`src/rtl/fetch_arb_pkg.sv`:
```
// ---------------------------------------------------------------------------
// fetch_arb_pkg: shared types for the fetch-port arbiter.  Rev 1.0
// ---------------------------------------------------------------------------
`default_nettype none

package fetch_arb_pkg;

  typedef enum logic [1:0] {
    ST_IDLE  = 2'd0,
    ST_BUSY  = 2'd1,
    ST_DRAIN = 2'd2
  } arb_state_e;

  localparam logic WAY0 = 1'b0;
  localparam logic WAY1 = 1'b1;

  localparam logic [1:0] GNT_NONE = 2'b00;
  localparam logic [1:0] GNT_WAY0 = 2'b01;
  localparam logic [1:0] GNT_WAY1 = 2'b10;

  function automatic logic [1:0] way_onehot(input logic way);
    return (way == WAY1) ? GNT_WAY1 : GNT_WAY0;
  endfunction

endpackage

`default_nettype wire

```
`src/rtl/fetch_port_arbiter_rr_arbiter2.sv`:
```
// ---------------------------------------------------------------------------
// rr_arbiter2: two-way round-robin pick with a registered favour pointer.  Rev 1.0
// ---------------------------------------------------------------------------
`default_nettype none

module rr_arbiter2
  import fetch_arb_pkg::*;
(
  input  logic       clk,
  input  logic       reset,
  input  logic [1:0] req_i,
  input  logic       advance_i,
  input  logic       last_i,
  output logic       valid_o,
  output logic       pick_o
);

  logic ptr_q;
  logic ptr_d;

  always_comb begin
    valid_o = |req_i;
    case (req_i)
      2'b01:   pick_o = WAY0;
      2'b10:   pick_o = WAY1;
      2'b11:   pick_o = ptr_q;
      default: pick_o = WAY0;
    endcase
  end

  // After serving a way, favour the other one.
  assign ptr_d = advance_i ? ~last_i : ptr_q;

  always_ff @(posedge clk) begin
    if (reset) begin
      ptr_q <= WAY0;
    end else begin
      ptr_q <= ptr_d;
    end
  end

endmodule

`default_nettype wire

```
`src/rtl/fetch_port_arbiter.sv`:
```
// ---------------------------------------------------------------------------
// fetch_port_arbiter: shares one fetch port between two ways, round-robin.
// Define FETCH_ARB_PERF_CNT_EN to add saturating perf counters.  Rev 1.0
// ---------------------------------------------------------------------------
`default_nettype none

module fetch_port_arbiter
  import fetch_arb_pkg::*;
#(
  parameter int ADDR_W = 32,
  parameter int DATA_W = 32
) (
  input  logic              clk,
  input  logic              reset,
  input  logic              jumpFlag_i,
  input  logic              way0_request_i,
  input  logic [ADDR_W-1:0] way0_instAddr_i,
  output logic [DATA_W-1:0] way0_inst_o,
  output logic              way0_dataOk_o,
  input  logic              way1_request_i,
  input  logic [ADDR_W-1:0] way1_instAddr_i,
  output logic [DATA_W-1:0] way1_inst_o,
  output logic              way1_dataOk_o,
  output logic              mem_request_o,
  output logic [ADDR_W-1:0] mem_instAddr_o,
  input  logic [DATA_W-1:0] mem_inst_i,
  input  logic              mem_dataOk_i,
  output logic [1:0]        grant_o
`ifdef FETCH_ARB_PERF_CNT_EN
  ,
  output logic [31:0]       perf_grant0_o,
  output logic [31:0]       perf_grant1_o,
  output logic [31:0]       perf_drain_o
`endif
);

  arb_state_e        state_q, state_d;
  logic              owner_q, owner_d;
  logic [ADDR_W-1:0] addr_q, addr_d;
  logic              mem_req_q;
  logic [1:0]        grant_q;

  logic [1:0]        arb_req;
  logic              arb_valid;
  logic              arb_pick;
  logic              rr_advance;
  logic              start;
  logic              resp_ok;

  rr_arbiter2 u_rr (
    .clk       (clk),
    .reset     (reset),
    .req_i     (arb_req),
    .advance_i (rr_advance),
    .last_i    (owner_q),
    .valid_o   (arb_valid),
    .pick_o    (arb_pick)
  );

  assign resp_ok = (state_q == ST_BUSY) && mem_dataOk_i && !jumpFlag_i;

  always_comb begin
    state_d    = state_q;
    owner_d    = owner_q;
    addr_d     = addr_q;
    arb_req    = 2'b00;
    rr_advance = 1'b0;
    start      = 1'b0;
    case (state_q)
      ST_IDLE: begin
        if (!jumpFlag_i) begin
          arb_req = {way1_request_i, way0_request_i};
        end
        if (arb_valid) begin
          start   = 1'b1;
          state_d = ST_BUSY;
        end
      end
      ST_BUSY: begin
        if (mem_dataOk_i) begin
          rr_advance = 1'b1;
          if (jumpFlag_i) begin
            state_d = ST_IDLE;
          end else begin
            // Back-to-back hand-over: only the non-owner may be granted now.
            arb_req = (owner_q == WAY1) ? {1'b0, way0_request_i}
                                        : {way1_request_i, 1'b0};
            if (arb_valid) begin
              start = 1'b1;
            end else begin
              state_d = ST_IDLE;
            end
          end
        end else if (jumpFlag_i) begin
          state_d = ST_DRAIN;
        end
      end
      ST_DRAIN: begin
        if (mem_dataOk_i) begin
          rr_advance = 1'b1;
          state_d    = ST_IDLE;
        end
      end
      default: state_d = ST_IDLE;
    endcase
    if (start) begin
      owner_d = arb_pick;
      addr_d  = (arb_pick == WAY1) ? way1_instAddr_i : way0_instAddr_i;
    end
  end

  always_ff @(posedge clk) begin
    if (reset) begin
      state_q   <= ST_IDLE;
      owner_q   <= WAY0;
      addr_q    <= '0;
      mem_req_q <= 1'b0;
      grant_q   <= GNT_NONE;
    end else begin
      state_q   <= state_d;
      owner_q   <= owner_d;
      addr_q    <= addr_d;
      mem_req_q <= (state_d != ST_IDLE);
      grant_q   <= (state_d != ST_IDLE) ? way_onehot(owner_d) : GNT_NONE;
    end
  end

  assign mem_request_o  = mem_req_q;
  assign mem_instAddr_o = addr_q;
  assign grant_o        = grant_q;

  assign way0_dataOk_o = resp_ok && (owner_q == WAY0);
  assign way1_dataOk_o = resp_ok && (owner_q == WAY1);
  assign way0_inst_o   = way0_dataOk_o ? mem_inst_i : '0;
  assign way1_inst_o   = way1_dataOk_o ? mem_inst_i : '0;

`ifdef FETCH_ARB_PERF_CNT_EN
  logic [31:0] perf_g0_q, perf_g1_q, perf_dr_q;
  logic        drain_evt;

  // A redirect while BUSY either enters DRAIN or suppresses a response.
  assign drain_evt = (state_q == ST_BUSY) && jumpFlag_i;

  always_ff @(posedge clk) begin
    if (reset) begin
      perf_g0_q <= '0;
      perf_g1_q <= '0;
      perf_dr_q <= '0;
    end else begin
      if (start && (arb_pick == WAY0) && !(&perf_g0_q)) perf_g0_q <= perf_g0_q + 32'd1;
      if (start && (arb_pick == WAY1) && !(&perf_g1_q)) perf_g1_q <= perf_g1_q + 32'd1;
      if (drain_evt && !(&perf_dr_q))                   perf_dr_q <= perf_dr_q + 32'd1;
    end
  end

  assign perf_grant0_o = perf_g0_q;
  assign perf_grant1_o = perf_g1_q;
  assign perf_drain_o  = perf_dr_q;
`endif

endmodule

`default_nettype wire

```
`config.mk`:
```
export PLATFORM = sky130hd
export DESIGN_NAME = fetch_port_arbiter
export DESIGN_NICKNAME = d
export VERILOG_FILES = /design/src/rtl/fetch_arb_pkg.sv /design/src/rtl/fetch_port_arbiter_rr_arbiter2.sv /design/src/rtl/fetch_port_arbiter.sv
export SDC_FILE = /design/constraint.sdc
export NUM_CORES = 1
export LEC_CHECK = 0
export CAP_MARGIN = 20
export CORE_MARGIN = 1.5
export CORE_UTILIZATION = 34
export CTS_BUF_LIST = sky130_fd_sc_hd__clkbuf_16
export CTS_CLUSTER_DIAMETER = 120
export CTS_CLUSTER_SIZE = 20
export DETAILED_ROUTE_END_ITERATION = 12
export PLACE_DENSITY = 0.87
export SETUP_SLACK_MARGIN = 0.4
export SLEW_MARGIN = 40
export SYNTH_ARGS = -nofsm -noshare
export SYNTH_HDL_FRONTEND = slang
export SYNTH_SLANG_ARGS = --single-unit
```
`constraint.sdc`:
```
create_clock -name clk -period 2.7 [get_ports clk]
set_input_delay 0.54 -clock clk [delete_from_list [all_inputs] [get_ports clk]]
set_output_delay 0.54 -clock clk [all_outputs]
set_load 0.02 [all_outputs]
```
==> metrics.md, run 1 <==
| Metric | Value |
|---|---|
| Status | `finished clean` |
| Root buf cell | `clkbuf_16` |
| P per Cell Area | `438.5 mW/mm^2` |
| Dpl cells | `596` |
| Mapped Area | `0.002629 mm^2` |
| Total nets after synthesis | `420` |
| Max VDD drop | `0.2466 mV` |
| Fmax | `436.8 MHz` |
| Initial Util | `35.67%` |
| Routed Antenna Nets | `0` |
| Final Wtd Congestion | `0.8305` |
| Initial detailed-routing violation count | `143` |
| Post-Place Worst Slack | `-0.2179 ns` |
| HP Start | `u_rr.ptr_q` |
| Worst reg2reg startpoint | `state_q[1]` |
| Relative slew slack | `71.59%` |
| Async SR Flop Fraction | `0%` |
| Final wirelength | `10710 um` |
| Pre-Repair DR Iteration Count | `4` |
| Flop pwr share | `31.3%` |
| Crit path depth | `7` |
| Share of layout cells above drive strength 1 | `30.54%` |
| Fill count | `614` |
| Register-to-Register Path Depth | `9` |
| Commonest non-fill, non-tap cell in the layout | `clkdlybuf4s50_1` |
| First-pass GRT wire length | `16740 um` |
| Setup CP Type | `reg2out` |
| Clock buffer depth | `2` |
| DP HPWL | `7765 um` |
| Worst path required time | `2.16 ns` |
| Setup Total Neg Slack | `0 ns` |
| Period utilization | `84.78%` |
| Top_reg_cell synth | `dfxtp_1` |
| CTS sink cnt | `39` |
| Synthesized area per cell | `8.372 um^2` |
| # hold bufs at CTS | `0` |
| Maximum capacitance violations | `0` |
| Cts bufs inserted | `5` |
| RSZ-0062 raised after global routing | `true` |
| Crit Path Max Fanout | `8` |
| Crit path DAT | `1.75 ns` |
| Number of flops mapped to enable cells by yosys | `0` |
| Total die area | `0.008268 mm^2` |
| Critical path, cell by cell | `inv_2 > ha_4 > nor2b_4 > and3_4 > bufbuf_16 > and2_4 > buf_6` |
| Synth Register Bits | `39` |
| Syn Inst Count | `314` |
| DRC | `0` |
| Slowest cell on crit path | `dfxtp_2` |
| Internal power | `1504 uW` |
| Ports | `203` |
| Static leakage power | `0.001985 uW` |
| CP top delay family | `simple AND/OR/NAND/NOR gates` |
| DR vias | `3226` |
| Largest net degree at the start of global routing | `69` |
| Layout Skew | `0.004630 ns` |
| Register area share after synthesis | `29.70%` |
| Port Buf Inserts | `202` |
| Synthesis-to-layout area growth | `89.67%` |
| Gr usage total | `24.95%` |
| CTS tree | `built` |
| Buf/Inv on CP | `3` |
| Min Tclk post-route | `2.289 ns` |
| Rows | `31` |
| Final core occ | `67.66%` |
| Fin worst setup slack | `0.4108 ns` |
| Worst min path class | `reg2reg` |
| Sw frac | `31.22%` |
| Share of total power in combinational logic | `38.6%` |
| Setup Viol. Count Final | `0` |
| Worst skew pair latency | `0.27 ns` |
| Crit path largest cell delay | `0.32 ns` |
| Vias in the first global route | `3200` |
| Initial antenna violation count | `0` |
| Ys Warns | `0` |
| Sw Pwr | `682.7 uW` |
| Gr ovfl total | `0` |
| Die width | `90.93 um` |
| CTS clk-pin slew, worst paths | `0.06 ns` |
| N_diodes | `0` |
| Start point of the critical path | `state_q[1]` |
| Final Non-Filler Cells | `613` |
| Commonest cells after routing, fill and taps aside | `133 x clkdlybuf4s50_1, 50 x and2_1, 37 x dfxtp_1` |
| CORE AREA | `0.007370 mm^2` |
| Final net count | `619` |
| DR vias/cell | `5.263` |
| Hold Path Depth | `2` |
| Number of H-tree levels | `2` |
| Slew Viols, Final | `0` |
| Worst Setup End Kind | `output port` |
| WL/cell | `17.47 um` |
| Setup crit start kind | `flop` |
| Final hold slack | `0.5418 ns` |
| Slew at the pin closest to its max-slew limit | `0.4261 ns` |
| Synth unique cells | `34` |
| Vert. Die Dim | `90.93 um` |
| Clk network pwr share | `30.1%` |
| Final Hold Fails | `0` |
worst min-delay path, delay by kind of cell, from the launching register on:
family         cells  cell delay (ns)
flip-flops         1             0.32
AO/OA/AOI/OAI      2             0.18
synthesized netlist by cell type (2+ instances only):
master	n	area [um^2]
and2_1	65	406.6
dfxtp_1	39	780.8
o21ai_0	34	170.2
nand3_1	32	160.2
nor3_1	32	160.2
a311oi_2	30	450.4
clkbuf_1	25	93.84
inv_1	5	18.77
a21oi_1	4	20.02
buf_2	4	20.02
buf_6	4	45.04
ha_1	4	50.05
a311oi_1	3	26.28
nor2b_1	3	18.77
o31ai_1	3	22.52
a211oi_1	2	15.01
and3_1	2	12.51
and3b_1	2	17.52
buf_4	2	15.01
nor2_1	2	7.510
o21a_1	2	15.01
o21ai_1	2	10.01
or2_1	2	12.51
state kept, by name (all words and copies together) (netlist names):
register and count:
u_rr.ptr_q 1, grant_o 2, state_q 2, mem_instAddr_o 32, owner_q 1, mem_request_o 1
metrics by stage:
| stage | total power, uW | area [um^2] |
|---|---|---|
| floorplan | 1127 | 2629 |
| global placement | 1501 | 4783 |
| detailed placement | 1524 | 4783 |
| CTS | 2178 | 4867 |
| global route | 2284 | 4986 |
| finish | 2187 | 4986 |
power groups by stage:
stage | clock [uW] | combinational [uW] | sequential [uW]
after global placement | 0 | 810 | 691
after CTS | 663 | 831 | 684
after detailed placement | 0 | 829 | 695
after floorplan | 0 | 354 | 773
after global routing | 690 | 901 | 693
final | 658 | 844 | 685
final timing paths:
kind | to | slack (ns)
max reg2reg | mem_instAddr_o[27] | 0.50
min | u_rr.ptr_q | 0.54
min reg2reg | u_rr.ptr_q | 0.54
max | way1_inst_o[9] | 0.41
layer usage:
metal / routed length [um] / up-vias / part of all wire [%] / global-route usage (%)
met3: 622 / 16 / 5.8 / 3.769
met1: 4575 / 1515 / 43 / 32.96
met4: 201 / 0 / 1.9 / 7.422
met5: 0 / - / 0 / 0
li1: - / 1546 / - / -
met2: 5308 / 149 / 50 / 41.73
timing repair:
action | in CTS | in global routing
endpoints found under the setup margin | 66 | 84
resized for setup | 320 | 26
pin swaps | 1 | 1
buffers inserted | 2 | 5
gates cloned | 2 | 0
layout make-up:
cell class,instances,area [um^2],area share [%]
inverter,5,18.77,0.3764
multi-input combinational,235,1737,34.83
timing repair buffer,227,2160,43.31
tap,99,123.9,2.484
sequential,39,783.3,15.71
clock buffer,5,125.1,2.509
clock inverter,3,38.79,0.7779
logic make-up after synthesis:
kind of cell / synth area share [%]
simple gates: 31.18
flops: 29.70
buf+inv: 7.330
fa+ha+maj: 1.904
compound gates: 29.89
Note: power is estimated with default switching activity, not from simulation.
==> run 2, diff against run 1 <==
CORE_UTILIZATION = 31   (was 34)
PLACE_DENSITY = 0.83   (was 0.87)
clock period = 2.1 ns   (was 2.7 ns; I/O delays follow)
==> run 2 against run 1 <==
  * Total power up 38%
  * Global-route usage up 2.0 points
  * Sequential cell count unchanged
  * Highest routed layer unchanged
  * Register-to-register slack worse by 0.45 ns
  * Sequential power up 30%
  * First-iteration DRC count down 57%
==> metrics.md, run 2 (same netlist as run 1, synthesis figures left out) <==
| Metric | Value |
|---|---|
| CTS tree | `built` |
| Largest register FFs | `32 (unchanged)` |
| Clock buffer depth | `2 (unchanged)` |
| Port Buf Inserts | `202 (unchanged)` |
| Root buf cell | `clkbuf_16` |
| Cts bufs inserted | `5 (unchanged)` |
| DR vias | `3483 (+8.0%)` |
| Worst Setup End Kind | `output port` |
| Period utilization | `98.61%` |
| Initial antenna violation count | `0 (unchanged)` |
| Synthesis-to-layout area growth | `126.2%` |
| Slew at the pin closest to its max-slew limit | `0.4957 ns (+0.06963 ns)` |
| Worst reg2reg startpoint | `state_q[1]` |
| P per Cell Area | `508.4 mW/mm^2 (+16%)` |
| Total die area | `0.009041 mm^2 (+9.3%)` |
| Min Tclk post-route | `2.071 ns` |
| # hold bufs at CTS | `0 (unchanged)` |
| Maximum capacitance violations | `0 (unchanged)` |
| Worst skew pair latency | `0.27 ns (about the same)` |
| Reg2Reg Capture Point | `mem_instAddr_o[8]` |
| CTS clk-pin slew, worst paths | `0.06 ns (about the same)` |
| Share of layout cells above drive strength 1 | `47.80% (+17 points)` |
| Vias in the first global route | `3531 (+10%)` |
| Start point of the critical path | `state_q[1]` |
| DP HPWL | `8144 um (+4.9%)` |
| Hold endpoint | `u_rr.ptr_q` |
| Setup Viol. Count Final | `0 (unchanged)` |
| Worst min path class | `reg2reg` |
| Crit path DAT | `1.65 ns (-0.10 ns)` |
| Worst path required time | `1.68 ns (-0.48 ns)` |
| N_diodes | `0 (unchanged)` |
| Final Non-Filler Cells | `651 (+6.2%)` |
| Setup crit start kind | `flop` |
| HP Start | `u_rr.ptr_q` |
| DR vias/cell | `5.350 (+1.7%)` |
| Layout Skew | `0.002687 ns (-0.001944 ns)` |
| Routed Antenna Nets | `0 (unchanged)` |
| DRC | `0 (unchanged)` |
| Finished Cell Area | `0.005947 mm^2 (+19%)` |
| Static leakage power | `0.002421 uW (+22%)` |
| Commonest cells after routing, fill and taps aside | `127 x clkdlybuf4s50_1, 77 x buf_6, 48 x and2_4` |
| Gr ovfl total | `0 (unchanged)` |
| First-pass GRT wire length | `18530 um (+11%)` |
| Max VDD drop | `0.4306 mV (+75%)` |
| Number of H-tree levels | `2 (unchanged)` |
| Slew Viols, Final | `0 (unchanged)` |
| Vert. Die Dim | `95.09 um (+4.6%)` |
| Die width | `95.09 um (+4.6%)` |
| Setup CP Type | `reg2out` |
| Final net count | `651 (+5.2%)` |
| Gr usage total | `26.91% (+2.0 points)` |
| Status | `finished clean` |
| Initial detailed-routing violation count | `62 (-57%)` |
| Relative slew slack | `66.67% (-4.9 points)` |
| Largest net degree at the start of global routing | `37 (-46%)` |
| Register-to-register setup slack | `0.05 ns (-0.45 ns)` |
| Pre-Repair DR Iteration Count | `4 (unchanged)` |
| Power, Total | `3023 uW (+38%)` |
| RSZ-0062 raised after global routing | `true` |
| Crit Path Max Fanout | `8 (unchanged)` |
| Initial Util | `31.99% (-3.7 points)` |
| Placed cell areas | `0.004970 mm^2 (+3.9%)` |
| Ports | `203 (unchanged)` |
| Rows | `33 (+6.5%)` |
| CTS sink cnt | `39 (unchanged)` |
| Hold Path Depth | `2 (unchanged)` |
| Final Wtd Congestion | `0.7956 (-4.2%)` |
| CORE AREA | `0.008217 mm^2 (+11%)` |
| Commonest non-fill, non-tap cell in the layout | `clkdlybuf4s50_1` |
| Final Hold Fails | `0 (unchanged)` |
| Fmax | `482.9 MHz` |
| WL/cell | `19.57 um (+12%)` |
| Dpl cells | `612 (+2.7%)` |
| Final wirelength | `12740 um (+19%)` |
| Register-to-Register Path Depth | `9 (unchanged)` |
==> run 2: changes by cell type in the layout (fill, tap and decap cells not counted), sizes merged <==
cell,change
and3,+6
buf,+27
bufbuf,+1
bufinv,-1
clkdlybuf4s15,-1
clkdlybuf4s50,-6
clkinv,-1
dlygate4sd2,-1
dlymetal6s2s,+6
inv,+2
==> run 2: timing repair <==
action                     in CTS  in global routing
setup buffers                  11                  4
resized for setup             478                 43
setup endpoints to repair     104                109
pin swaps                      46                 31
gates cloned                   16                  0
==> run 2: critical path, cell delays in order (launching register included) <==
cell and delay, ns:
dfxtp_4 0.35, inv_4 0.05, ha_4 0.13, nor2b_4 0.16, buf_6 0.14, and3_4 0.26
and2_4 0.16, buf_6 0.12
==> run 2: through the flow <==
step / TNS (ns) / setup WS [ns] / util [%] / hold WS [ns]
global route: -0.5674 / -0.03575 / 72.38 / 0.5661
CTS: 0 / 0.05585 / 70.41 / 0.5200
floorplan: 0 / 0.3409 / - / 0.4852
finish: 0 / 0.02915 / 72.38 / 0.5159
detailed placement: -40.35 / -0.5877 / 60.48 / 0.5162
global placement: -37.32 / -0.5383 / 60.48 / 0.4986
==> run 2: power breakdown <==
part / internal (uW) / leakage [uW] / switching, uW
clock network: 429 / 0.0000762 / 289
registers: 832 / 0.000325 / 57.8
logic: 771 / 0.00202 / 645
total: 2030 / 0.00242 / 992
==> run 2: area by class of cell <==
type / instances / area (um^2)
clock inverters: 3 / 12.51
clock buffers: 5 / 125.1
inverters: 5 / 21.27
flip-flops and latches: 39 / 789.5
well taps: 105 / 131.4
repair buffers: 253 / 2814
fillers: 581 / 2270
multi-input cells: 241 / 2053
==> run 2: how the worst max path moves through the flow <==
stage / end / slack (ns)
floorplan: mem_instAddr_o[0] / 0.34
global placement: way1_inst_o[18] / -0.54
detailed placement: way1_inst_o[18] / -0.59
CTS: way0_inst_o[10] / 0.06
global route: way1_inst_o[13] / -0.04
finish: way1_inst_o[13] / 0.03
==> run 2: routing by layer <==
layer | part of all wire [%] | GRT usage, % | routed length (um) | vias up
met1 | 35 | 26.57 | 4413 | 1657
met2 | 55 | 52.90 | 6960 | 174
li1 | - | - | - | 1630
met5 | 0 | 0 | 0 | -
met3 | 8.5 | 6.778 | 1084 | 22
met4 | 2.2 | 10.07 | 284 | 0
